===== src/rtl/uart_tx_arb_pkg.sv =====
// rtl/uart_tx_arb_pkg.sv - shared state encoding and width helpers for the uart tx arbiter
package uart_tx_arb_pkg;

    typedef enum logic [1:0] {
        ST_IDLE = 2'd0,
        ST_SEND = 2'd1,
        ST_GAP  = 2'd2,
        ST_WAIT = 2'd3
    } state_t;

    localparam int TIMEOUT_DEFAULT = 1024;

    function automatic int cnt_width(input int timeout);
        return (timeout > 2) ? $clog2(timeout) : 1;
    endfunction

    function automatic int idx_width(input int n);
        return (n > 2) ? $clog2(n) : 1;
    endfunction

endpackage


===== src/rtl/uart_tx_arb_if.sv =====
// rtl/uart_tx_arb_if.sv - requester and uart-side signals of the tx arbiter
interface uart_tx_arb_if #(
    parameter int N = 4
);
    logic [N-1:0]   req;
    logic [N-1:0]   last;
    logic [8*N-1:0] data;
    logic [N-1:0]   ack;
    logic [N-1:0]   grant;
    logic           txreq;
    logic           txack;
    logic [7:0]     txdata;

    // master: requesters plus uart; slave: the arbiter itself
    modport master (
        output req, last, data, txack,
        input  ack, grant, txreq, txdata
    );

    modport slave (
        input  req, last, data, txack,
        output ack, grant, txreq, txdata
    );
endinterface


===== src/rtl/uart_tx_arb_rr_pick.sv =====
// rtl/uart_tx_arb_rr_pick.sv - combinational round-robin selector, scans from ptr+1 with wrap
module rr_pick #(
    parameter  int N  = 4,
    localparam int IW = (N > 2) ? $clog2(N) : 1
) (
    input  logic [N-1:0]  req,
    input  logic [IW-1:0] ptr,
    output logic [N-1:0]  onehot,
    output logic [IW-1:0] idx,
    output logic          valid
);

    logic [IW-1:0] cand;

    always_comb begin
        onehot = '0;
        idx    = '0;
        valid  = 1'b0;
        cand   = '0;
        for (int k = 1; k <= N; k++) begin
            cand = IW'((int'(ptr) + k) % N);
            if (!valid && req[cand]) begin
                valid        = 1'b1;
                onehot[cand] = 1'b1;
                idx          = cand;
            end
        end
    end

endmodule


===== src/rtl/uart_tx_arb.sv =====
// rtl/uart_tx_arb.sv - packet-based round-robin sharing of one uart transmit channel
module uart_tx_arb
    import uart_tx_arb_pkg::*;
#(
    parameter int N       = 4,
    parameter int TIMEOUT = TIMEOUT_DEFAULT
) (
    input  logic         clk,
    input  logic         rstn,
    uart_tx_arb_if.slave bus
);

    localparam int            IW       = idx_width(N);
    localparam int            CW       = cnt_width(TIMEOUT);
    localparam logic [CW-1:0] CNT_LAST = CW'(TIMEOUT - 1);
    localparam logic [IW-1:0] PTR_RST  = IW'(N - 1);

    state_t        state_q, state_d;
    logic [IW-1:0] ptr_q, ptr_d;
    logic [N-1:0]  grant_q, grant_d;
    logic [N-1:0]  ack_q, ack_d;
    logic          txreq_q, txreq_d;
    logic [7:0]    txdata_q, txdata_d;
    logic          last_q, last_d;
    logic [CW-1:0] cnt_q, cnt_d;

    logic [N-1:0]  win_onehot;
    logic [IW-1:0] win_idx;
    logic          win_valid;
    logic [IW-1:0] sel_idx;
    logic [7:0]    data_arr [N];

    for (genvar i = 0; i < N; i++) begin : g_data
        assign data_arr[i] = bus.data[8*i +: 8];
    end

    rr_pick #(.N(N)) u_pick (
        .req    (bus.req),
        .ptr    (ptr_q),
        .onehot (win_onehot),
        .idx    (win_idx),
        .valid  (win_valid)
    );

    // In IDLE the byte comes from the arbitration winner, otherwise from the current owner
    assign sel_idx = (state_q == ST_IDLE) ? win_idx : ptr_q;

    always_comb begin
        state_d  = state_q;
        ptr_d    = ptr_q;
        grant_d  = grant_q;
        ack_d    = '0;
        txreq_d  = txreq_q;
        txdata_d = txdata_q;
        last_d   = last_q;
        cnt_d    = cnt_q;
        case (state_q)
            ST_IDLE: begin
                if (win_valid) begin
                    grant_d  = win_onehot;
                    ptr_d    = win_idx;
                    txdata_d = data_arr[sel_idx];
                    last_d   = bus.last[sel_idx];
                    txreq_d  = 1'b1;
                    state_d  = ST_SEND;
                end
            end
            ST_SEND: begin
                if (bus.txack) begin
                    txreq_d = 1'b0;
                    ack_d   = grant_q;
                    state_d = ST_GAP;
                end
            end
            ST_GAP: begin
                if (last_q) begin
                    grant_d = '0;
                    state_d = ST_IDLE;
                end else begin
                    cnt_d   = '0;
                    state_d = ST_WAIT;
                end
            end
            ST_WAIT: begin
                // Only the owner is looked at here; everyone else waits for IDLE
                if (bus.req[ptr_q]) begin
                    txdata_d = data_arr[sel_idx];
                    last_d   = bus.last[sel_idx];
                    txreq_d  = 1'b1;
                    cnt_d    = '0;
                    state_d  = ST_SEND;
                end else if (cnt_q == CNT_LAST) begin
                    grant_d = '0;
                    state_d = ST_IDLE;
                end else begin
                    cnt_d = cnt_q + 1'b1;
                end
            end
            default: state_d = ST_IDLE;
        endcase
    end

    always_ff @(posedge clk) begin
        if (!rstn) begin
            state_q  <= ST_IDLE;
            ptr_q    <= PTR_RST;
            grant_q  <= '0;
            ack_q    <= '0;
            txreq_q  <= 1'b0;
            txdata_q <= '0;
            last_q   <= 1'b0;
            cnt_q    <= '0;
        end else begin
            state_q  <= state_d;
            ptr_q    <= ptr_d;
            grant_q  <= grant_d;
            ack_q    <= ack_d;
            txreq_q  <= txreq_d;
            txdata_q <= txdata_d;
            last_q   <= last_d;
            cnt_q    <= cnt_d;
        end
    end

    assign bus.ack    = ack_q;
    assign bus.grant  = grant_q;
    assign bus.txreq  = txreq_q;
    assign bus.txdata = txdata_q;

endmodule

===== src/flat_wrapper.sv =====
// flat-port wrapper written by rule: the top's interface ports become plain ports
module uart_tx_arb_flat import uart_tx_arb_pkg::*;
#(
    parameter int N       = 4,
    parameter int TIMEOUT = TIMEOUT_DEFAULT
)
  (clk, rstn, bus_req, bus_last, bus_data, bus_txack, bus_ack, bus_grant, bus_txreq, bus_txdata);
  uart_tx_arb_if #(.N(N)) bus_i ();
  input  logic clk;
  input  logic rstn;
  input wire logic [$bits(bus_i.req)-1:0] bus_req;
  input wire logic [$bits(bus_i.last)-1:0] bus_last;
  input wire logic [$bits(bus_i.data)-1:0] bus_data;
  input wire logic [$bits(bus_i.txack)-1:0] bus_txack;
  output wire logic [$bits(bus_i.ack)-1:0] bus_ack;
  output wire logic [$bits(bus_i.grant)-1:0] bus_grant;
  output wire logic [$bits(bus_i.txreq)-1:0] bus_txreq;
  output wire logic [$bits(bus_i.txdata)-1:0] bus_txdata;
  assign bus_i.req = bus_req;
  assign bus_i.last = bus_last;
  assign bus_i.data = bus_data;
  assign bus_i.txack = bus_txack;
  assign bus_ack = bus_i.ack;
  assign bus_grant = bus_i.grant;
  assign bus_txreq = bus_i.txreq;
  assign bus_txdata = bus_i.txdata;
  uart_tx_arb #(.N(N), .TIMEOUT(TIMEOUT)) u_core (.clk(clk), .rstn(rstn), .bus(bus_i));
endmodule

===== config.mk =====
export PLATFORM = sky130hd
export DESIGN_NAME = uart_tx_arb_flat
export DESIGN_NICKNAME = d
export VERILOG_FILES = /design/src/rtl/uart_tx_arb_pkg.sv /design/src/rtl/uart_tx_arb_if.sv /design/src/rtl/uart_tx_arb_rr_pick.sv /design/src/rtl/uart_tx_arb.sv /design/src/flat_wrapper.sv
export SDC_FILE = /design/constraint.sdc
export NUM_CORES = 1
export LEC_CHECK = 0
export CORE_MARGIN = 4
export CORE_UTILIZATION = 45
export DETAILED_ROUTE_END_ITERATION = 10
export GPL_TIMING_DRIVEN = 0
export HOLD_SLACK_MARGIN = 0.15
export MAX_ROUTING_LAYER = met4
export PLACE_DENSITY = 0.77
export SLEW_MARGIN = 25
export SYNTH_ARGS = -nofsm -noshare
export SYNTH_HDL_FRONTEND = slang
export SYNTH_HIERARCHICAL = 1
export SYNTH_SLANG_ARGS = --single-unit

===== constraint.sdc =====
create_clock -name clk -period 6.4 [get_ports clk]
set_input_delay 1.28 -clock clk [delete_from_list [all_inputs] [get_ports clk]]
set_output_delay 1.28 -clock clk [all_outputs]
set_load 0.01 [all_outputs]

Word-level counts from Yosys, hierarchy flattened
Index checks and enable logic that the tools add are counted.
- register bits after elaboration: 32
- bits in latches: 0
- memory bits (writable): 0
- ROM bits: 0
- word-level logic and storage cells: 124
- memories: 0
- $add $sub $neg: 5
- multiply operators: 0
- divide/modulo/power cells: 0
- magnitude comparators: 11
- equality and inequality tests: 13
- shift-type cells: 0
- multiplexer cells: 61
- bitwise gates (word level): 4
- reductions and logical operators: 22
- operators with widths (operator ; count):
    $mux W4 ; 8
    $mux W8 ; 4
    $mux W10 ; 3
    $mux W2 ; 10
    $pmux W10 S2 ; 1
    $mux W1 ; 19
    $lt A2 B3 Y1 const B ; 6
    $bmux W8 S2 ; 1
    $pmux W8 S2 ; 1
    $bmux W1 S2 ; 6
    $or A4 B4 Y4 ; 3
    $pmux W4 S3 ; 1
    $reduce_and A3 Y1 ; 4
    $add A10 B1 Y10 const B ; 1
    $eq A10 B10 Y1 const B ; 1
    $demux W1 S2 ; 4
    $ge A2 B1 Y1 const B ; 4
    $ne A2 B2 Y1 const B ; 4
    $pmux W2 S4 ; 1
    $logic_and A1 B1 Y1 ; 7
    $ne A2 B1 Y1 const B ; 3
    $reduce_bool A3 Y1 ; 2
    $reduce_and A5 Y1 ; 1
    $add A2 B1 Y2 const B ; 2
    14 further kinds ; 19

Longest topological paths before layout
Gate-level depths: netlist of run 1.
- word-level depth: 20
- gate-level depth with buffers: 13
- gate-level depth less buffers: 10

By module
Netlist of run 1, hierarchy kept.
- by module, submodules not included (module ; instances ; cells each ; area each (µm²) ; seq. area each (µm²)):
    uart_tx_arb ; 1 ; 170 ; 1704.1 ; 640.6
    rr_pick ; 1 ; 86 ; 629.4 ; 0.0

Worst setup path after synthesis of run 1
Ideal clock, no wire load.
- path kind: register to register
- start: register u_core.ptr_q[0]
- end: register u_core.txdata_q[6], in the netlist u_core/bus.txdata[6]
- library setup time: 117 ps
- arrival: 3360 ps
- path slack: 2924 ps
- cell stages (with the launch flop): 13
- clock period less this slack: 3476 ps
- cell sequence: dfxtp_1 > buf_6 > buf_2 > inv_1 > ha_1 > clkbuf_1 > a21oi_1 > a211oi_1 > a311o_1 > a221oi_1 > mux2i_4 > mux4_2 > a22o_1
- cells in the longest elaborated chain, start to end: 20
- elaborated cells on any way between the ends: 39
- classes of those cells: add/sub (4); eq/ne (2); mux (25); bitwise (1); reduce/logical (7)
- ends and longest elaborated chain (item ; RTL line ; RTL):
    start, declared ; uart_tx_arb.sv:19 ; logic [IW-1:0] ptr_q, ptr_d;
    start signal, assigned ; uart_tx_arb.sv:115 ; ptr_q <= ptr_d;
    $add A2 B1 Y2 ; uart_tx_arb_rr_pick.sv:21 ; cand = IW'((int'(ptr) + k) % N);
    $bmux W1 S2 ; uart_tx_arb_rr_pick.sv:22 ; if (!valid && req[cand]) begin
    $mux W1 (not written as such) ; uart_tx_arb_rr_pick.sv:22 ;
    $mux W1 ; uart_tx_arb_rr_pick.sv:22 ;
    $logic_not A1 Y1 ; uart_tx_arb_rr_pick.sv:22 ;
    $logic_and A1 B1 Y1 ; uart_tx_arb_rr_pick.sv:22 ;
    $mux W1 ; uart_tx_arb_rr_pick.sv:22 ;
    $logic_not A1 Y1 ; uart_tx_arb_rr_pick.sv:22 ;
    [4 not listed] ; - ;
    $mux W2 * ; uart_tx_arb_rr_pick.sv:22 ;
    named net u_core.win_idx[0] ; uart_tx_arb.sv:28 ; logic [IW-1:0] win_idx;
    $mux W2 * ; uart_tx_arb.sv:46 ; assign sel_idx = (state_q == ST_IDLE) ? win_idx : ptr_q;
    $not A2 Y3 (not written as such) * ; uart_tx_arb.sv:62, uart_tx_arb.sv:87 ;
    $bmux W8 S2 * ; uart_tx_arb.sv:62, uart_tx_arb.sv:87 ;
    $mux W8 (not written as such) * (2 in series) ; uart_tx_arb.sv:62, uart_tx_arb.sv:87 ;
    $mux W8, on equally long branches ; uart_tx_arb.sv:86, uart_tx_arb.sv:59 ;
    $pmux W8 S2 * ; uart_tx_arb.sv:57 ; case (state_q)
    end signal, assigned ; uart_tx_arb.sv:119 ; txdata_q <= txdata_d;
    end, declared ; uart_tx_arb.sv:23 ; logic [7:0] txdata_q, txdata_d;
Mark *: on every way through the listed nets, which the timed path passes. The rest lies on a longest branch. The select of a mux whose other input is x is not followed.
A chain may end at the register's enable or synchronous reset.

Final worst setup path of run 1
Ends and elaborated chain as after synthesis.

==> out/qor.csv, run 1 <==
stage,metric,value,unit
sta,Max Fclk,0.249,GHz
clocking,Post-CTS Setup Inserts,0,
cells_and_area,Diodes inserted,0,
setup_path,WP depth,11,
run_status,status,finished clean,
clocking,Clock Tree Root,clkbuf_8,
setup_path,Most Frequent Cell on Critical Path,inv_1,
setup_path,"Slowest-stage cell, CP",dfxtp_1,
cells_and_area,number of nets in the layout,373,
grt,Total Routing Usage GR,19.0,%
setup_path,Worst Path Arrival,4.19,ns
pwr,Power Dens Cells,294,nW/um2
synth,Synth top area share,27.5,%
pwr,post-layout total power,912,uW
setup_path,crit-path leading delay family,buffers and inverters,
route,Starting DRT DRC Count,125,
synth,Synth Instances,256,
synth,Unique masters post-synth,59,
synth,"count leader, synth",dfxtp_1,
route,TritonRoute pass-1 iters,4,
place,pre-CTS setup slack,2.22,ns
setup_path,CP cell instances,buf_6 > buf_2 > inv_1 > ha_1 > clkbuf_1 > inv_1 > a311o_1 > a221oi_1 > mux2i_4 > mux4_2 > a22o_1,
sta,RSZ-0062 raised after global routing,no,
sta,fin. max-slew vios,0,
route,post-route ant nets,0,
cells_and_area,layout cell share with drive strength beyond 1,13.0,%
route,drt wl/cell,14.6,um
synth,Synth Net Count,308,
place,Final Wtd Congestion,0.910,
synth,Synth warnings,6,
route,drc violations,0,
clocking,PostCTS Resize Cnt,0,
grt,global route overflow,0,
grt,largest net degree at the start of global routing,17,
cells_and_area,P&R area growth vs syn,33.1,%
synth,Mapped Avg Cell Area,9.12,um2
grt,first-pass GRT wire length,9520,um
sta,slack of the critical path,2.38,ns
synth,Synth area leader,dfxtp_1,
setup_path,CP Capture Type,flop,
route,WL final,5670,um
place,Placed Cells,381,
worst_hold_path,Min-Delay Startpoint,u_core/bus.txdata[4],
synth,Synth async-reset ratio,0,%
synth,top_reg_cell synth,dfxtp_1,
setup_path,r2r worst-path depth,11,
clocking,Clock Sink Count,32,
sta,Setup Skew,0.00306,ns
sta,final worst path period need,4.02,ns
floorplan,core area,4880,um2
route,number of vias in the routed layout,2260,
cells_and_area,utilization after layout,63.6,%
clocking,hold_buf cts,0,
floorplan,# IOs,60,
clocking,Skew-Pair Late Insertion Delay,0.28,ns
worst_hold_path,WHS Path Cells,1,
clocking,clock buffer depth,2,
synth,"Cell Area, Synth",2330,um2
cells_and_area,FILL cells,429,
sta,Setup TNS,0,ns
floorplan,Die Ht,80.0,um
floorplan,Die ar.,6400,um2
setup_path,startpoint types,flop,
setup_path,CP required,6.57,ns
setup_path,Worst Setup SP,u_core/ptr_q[0],
synth,register area share after synthesis,27.5,%
setup_path,FF-to-FF Start,u_core/ptr_q[0],
sta,final setup fails,0,
grt,number of global-route vias before repair,2154,
setup_path,Buf/Inv on CP,5,
run,Max-cap violations,0,
floorplan,starting density of the core,47.8,%
place,Post-DP HPWL,4480,um
clocking,CTS tree,done,
place,# port buffers,58,
pwr,LEAKAGE,1.18,nW
sta,relative slew slack,40.1,%
synth,number of flops mapped to enable cells by yosys,0,
pwr,worst vdd ir,0.144,mV
clocking,CTS HTree Levels,2,
worst_hold_path,worst hold path type,flop to flop,
floorplan,row cnt,25,
sta,final-report hold violation count,0,
cells_and_area,Finished Layout Cells,389,
clocking,Worst-path clk slew,0.06,ns
synth,ranking of synthesized cells by area,"dfxtp_1 27%, mux4_2 9.7%, ha_1 4.8%, a21oi_1 4.3%, nand2_1 3.5%",
setup_path,worst-path maximum fanout,10,
floorplan,Die W,80.0,um
synth,Synth Register Bits,32,
route,DR vias/cell,5.81,
setup_path,worst setup path class,flop to flop,
grt,antenna violations before repair,0,
sta,Final Cycle Share,62.8,%
sta,worst-margin pin slew,0.874,ns
setup_path,worst stage delay on the critical path,0.61,ns
clocking,CTS Buf Count,5,
synth,Synth top cells by count,"32 x dfxtp_1, 22 x nand2_1, 20 x a21oi_1, 17 x nor2_1",
## worst reg2reg max path: stages, from the launching register on
cell and delay, ns:
dfxtp_1 0.61, buf_6 0.20, buf_2 0.23, inv_1 0.13, ha_1 0.31, clkbuf_1 0.37, inv_1 0.26, a311o_1 0.31
a221oi_1 0.48, mux2i_4 0.27, mux4_2 0.49, a22o_1 0.24
## through the flow
step / area, um2 / hold slack, ns
6_report: 3110 / 0.483
5_1_grt: 3110 / 0.498
4_1_cts: 3110 / 0.478
3_5_place_dp: 3000 / 0.468
3_3_place_gp: 3000 / 0.458
2_1_floorplan: 2330 / 0.440
## report_power, final
part | switching, mW | leakage (nW) | internal [mW]
sequential | 0.0338 | 0.261 | 0.232
combinational | 0.227 | 0.860 | 0.235
clock | 0.0696 | 0.0552 | 0.115
## cell families after synthesis
family | synth area share [%]
AOI/OAI and AO/OA | 24.8
xor gates and xnor gates | 0.375
adders and majority gates | 4.83
buffers and inverters | 4.99
DFF | 27.5
muxes | 17.0
and+or+nand+nor | 20.5
## cell usage in the layout, fill, tap and decap left out, types with 8 or more instances in the layout
master and n:
nand2_1 22, a21oi_1 20, clkdlybuf4s50_1 58, mux4_2 10
a22o_1 9, dfxtp_1 32, inv_1 10, a31oi_1 8
nor2_1 17, ha_1 9, o21ai_0 8
## registers in the layout (all words and copies together) (netlist names)
signal and cells:
u_core/bus.ack 4, u_core/bus.txreq 1, u_core/cnt_q 10, u_core/bus.grant 4
u_core/ptr_q 2, u_core/state_q 2, u_core/bus.txdata 8, u_core/last_q 1
## path summary, 6_finish.rpt
kind / slack [ns] / endpoint
worst max-delay path: 2.38 / u_core/bus.txdata[6]
worst min-delay path: 0.48 / u_core/bus.txdata[4]
worst max register to register: 2.38 / u_core/bus.txdata[6]
worst min register to register: 0.48 / u_core/bus.txdata[4]
## area by class of cell
cell class                      count  area, um2  share of cell area [%]
Clock buffer                        6       72.6                    2.34
Inverter                           11       41.3                    1.33
Sequential cell                    32        641                    20.6
Clock inverter                      2       35.0                    1.13
Tap cell                           67       83.8                    2.70
Timing Repair Buffer               58        581                    18.7
Buffer                             14       75.1                    2.42
Multi-Input combinational cell    199       1580                    50.8
## routing by layer
layer	share of wire, %	vias to the layer above	GRT usage [%]
li1	-	1108	-
met1	44	1047	23.8
met2	46	98	31.2
met3	8.3	7	4.29
met4	1.1	0	4.56
met5	0	-	-
Power figures use the tool's default switching activity.
==> run 2, diff against run 1 <==
PLACE_DENSITY = 0.79   (was 0.77)
clock period = 3.25 ns   (was 6.4 ns; I/O delays follow)
==> run 2 against run 1 <==
Compared with the run above: count of clock-buffer cells in the layout is 1 lower; clock skew rose by 0.0030 ns; register-to-register slack lost 2.2 ns; sequential power rose by 99%; via count up 0.75%; critical endpoint is now u_core/bus.txdata[1]; setup slack worse by 2.2 ns; design area is 1.7% higher; clock power grew 110%; largest power group unchanged; total power rose by 110%; wire length up 4.6%; sequential cell count unchanged.
==> out/qor.csv, run 2 (synthesis results as in run 1) <==
stage,metric,value,unit
route,DR vias/cell,5.87,
pwr,LEAKAGE,1.18,nW
route,post-route ant nets,0,
grt,largest net degree at the start of global routing,17,
setup_path,slack of the worst reg-to-reg path,0.22,ns
cells_and_area,number of nets in the layout,372,
clocking,Worst-path clk slew,0.07,ns
setup_path,CP Capture Type,flop,
place,Post-DP HPWL,4480,um
setup_path,worst-path maximum fanout,10,
setup_path,worst setup path class,input pin to flop,
setup_path,Setup crit end,u_core/bus.txdata[1],
clocking,Skew-Pair Late Insertion Delay,0.29,ns
sta,slack of the critical path,0.148,ns
floorplan,row cnt,25,
sta,final worst path period need,3.10,ns
route,WL final,5930,um
setup_path,r2r worst-path depth,10,
sta,Setup Skew,0.00601,ns
cells_and_area,Diodes inserted,0,
setup_path,startpoint types,input pin,
cells_and_area,number of flip-flops in the largest register,10,
setup_path,Worst Path Arrival,3.28,ns
cells_and_area,"commonest non-fill, non-tap cell in the layout",clkdlybuf4s50_1,
worst_hold_path,Min-Delay Startpoint,u_core/bus.txdata[2],
floorplan,starting density of the core,47.8,%
grt,Total Routing Usage GR,20.5,%
pwr,Gate power share,51.7,%
cells_and_area,Biggest register,u_core/cnt_q,
floorplan,Die W,80.0,um
route,TritonRoute pass-1 iters,4,
worst_hold_path,worst hold path type,flop to flop,
grt,global route overflow,0,
pwr,NetSw,693,uW
place,DP Area,3010,um2
setup_path,CP required,3.43,ns
run,Max-cap violations,0,
clocking,CTS HTree Levels,2,
clocking,Clock Tree Root,clkbuf_8,
sta,Final Cycle Share,95.4,%
setup_path,FF-to-FF Start,u_core/ptr_q[1],
grt,antenna violations before repair,0,
cells_and_area,"commonest non-fill, non-tap cells in the layout","58 x clkdlybuf4s50_1, 30 x dfxtp_1, 22 x nand2_1",
pwr,clock network power share,20.3,%
cells_and_area,P&R area growth vs syn,35.4,%
pwr,Int Power,1.19,mW
sta,final-report hold violation count,0,
floorplan,core area,4880,um2
run_status,status,finished clean,
floorplan,# IOs,60,
place,Final Wtd Congestion,0.924,
sta,worst-margin pin slew,0.614,ns
clocking,hold_buf cts,0,
pwr,Seq pwr share,28.1,%
grt,first-pass GRT wire length,10100,um
clocking,clock buffer depth,2,
route,drc violations,0,
setup_path,Worst Setup SP,bus_req[0],
clocking,Clock Sink Count,32,
clocking,CTS tree,done,
sta,fin. max-slew vios,0,
floorplan,Die Ht,80.0,um
sta,Max Fclk,0.322,GHz
clocking,CTS Buf Count,5,
setup_path,RR Endpoint,u_core/bus.txdata[6],
cells_and_area,cell area after layout,3160,um2
route,number of vias in the routed layout,2277,
place,# port buffers,58,
pwr,Power Dens Cells,597,nW/um2
route,Starting DRT DRC Count,118,
sta,RSZ-0062 raised after global routing,no,
pwr,worst vdd ir,0.326,mV
floorplan,Die ar.,6400,um2
place,pre-CTS setup slack,-0.421,ns
cells_and_area,layout cell share with drive strength beyond 1,15.0,%
route,drt wl/cell,15.3,um
pwr,Sw Ratio,36.7,%
sta,final setup fails,0,
grt,number of global-route vias before repair,2301,
sta,relative slew slack,58.3,%
## run 2: worst max-delay path, stage by stage
cell and delay [ns]:
clkdlybuf4s50_1 0.52, clkbuf_1 0.34, mux2i_1 0.13, a211oi_1 0.27, a311o_1 0.20, a221oi_4 0.10
mux2i_4 0.18, buf_12 0.16, mux4_1 0.54, a22o_1 0.19
## run 2: per-layer routing
metal	vias up	GRT usage (%)	share of wire, %
met3	11	5.30	7.3
met5	-	-	0
met4	0	6.93	1.4
met2	87	32.8	45
met1	1073	25.2	46
li1	1106	-	-
## run 2: worst min path at each step
stage / end / slack (ns) / depth (start not counted)
final: u_core/bus.txdata[2] / 0.49 / 1
after global routing: u_core/bus.txdata[3] / 0.51 / 1
after CTS: u_core/cnt_q[9] / 0.48 / 1
after detailed placement: u_core/cnt_q[9] / 0.46 / 1
after global placement: u_core/bus.txdata[6] / 0.46 / 1
after floorplan: u_core/cnt_q[9] / 0.44 / 1
## run 2: through the flow
stage	total power [mW]	instances	util (%)	hold slack, ns	setup TNS, ns
3_5_place_dp	1.44	381	61.6	0.464	-3.37
6_report	1.89	388	64.7	0.485	0
3_3_place_gp	1.43	381	61.6	0.455	-2.87
4_1_cts	1.88	389	64.8	0.480	0
5_1_grt	2.01	388	64.7	0.509	0
2_1_floorplan	1.16	256	-	0.440	0
## run 2: cell type report
cell class                      instances  area (um2)
Fill cell                             426        1720
Multi-Input combinational cell        199        1610
Sequential cell                        32         646
Clock inverter                          3        42.5
Clock buffer                            5        68.8
Timing Repair Buffer                   59         601
Buffer                                 12        66.3
Tap cell                               67        83.8
Inverter                               11        41.3
## run 2: timing repair
action / CTS / global route
gates resized for setup: 5 / 1
buffers inserted: 1 / 0
setup endpoints to repair: 9 / 9
## run 2: power by group through the flow
stage | Sequential (mW) | Clock, mW | Combinational (mW)
floorplan | 0.539 | 0 | 0.625
global placement | 0.532 | 0 | 0.898
detailed placement | 0.533 | 0 | 0.911
CTS | 0.529 | 0.389 | 0.967
global route | 0.539 | 0.411 | 1.06
finish | 0.529 | 0.382 | 0.975
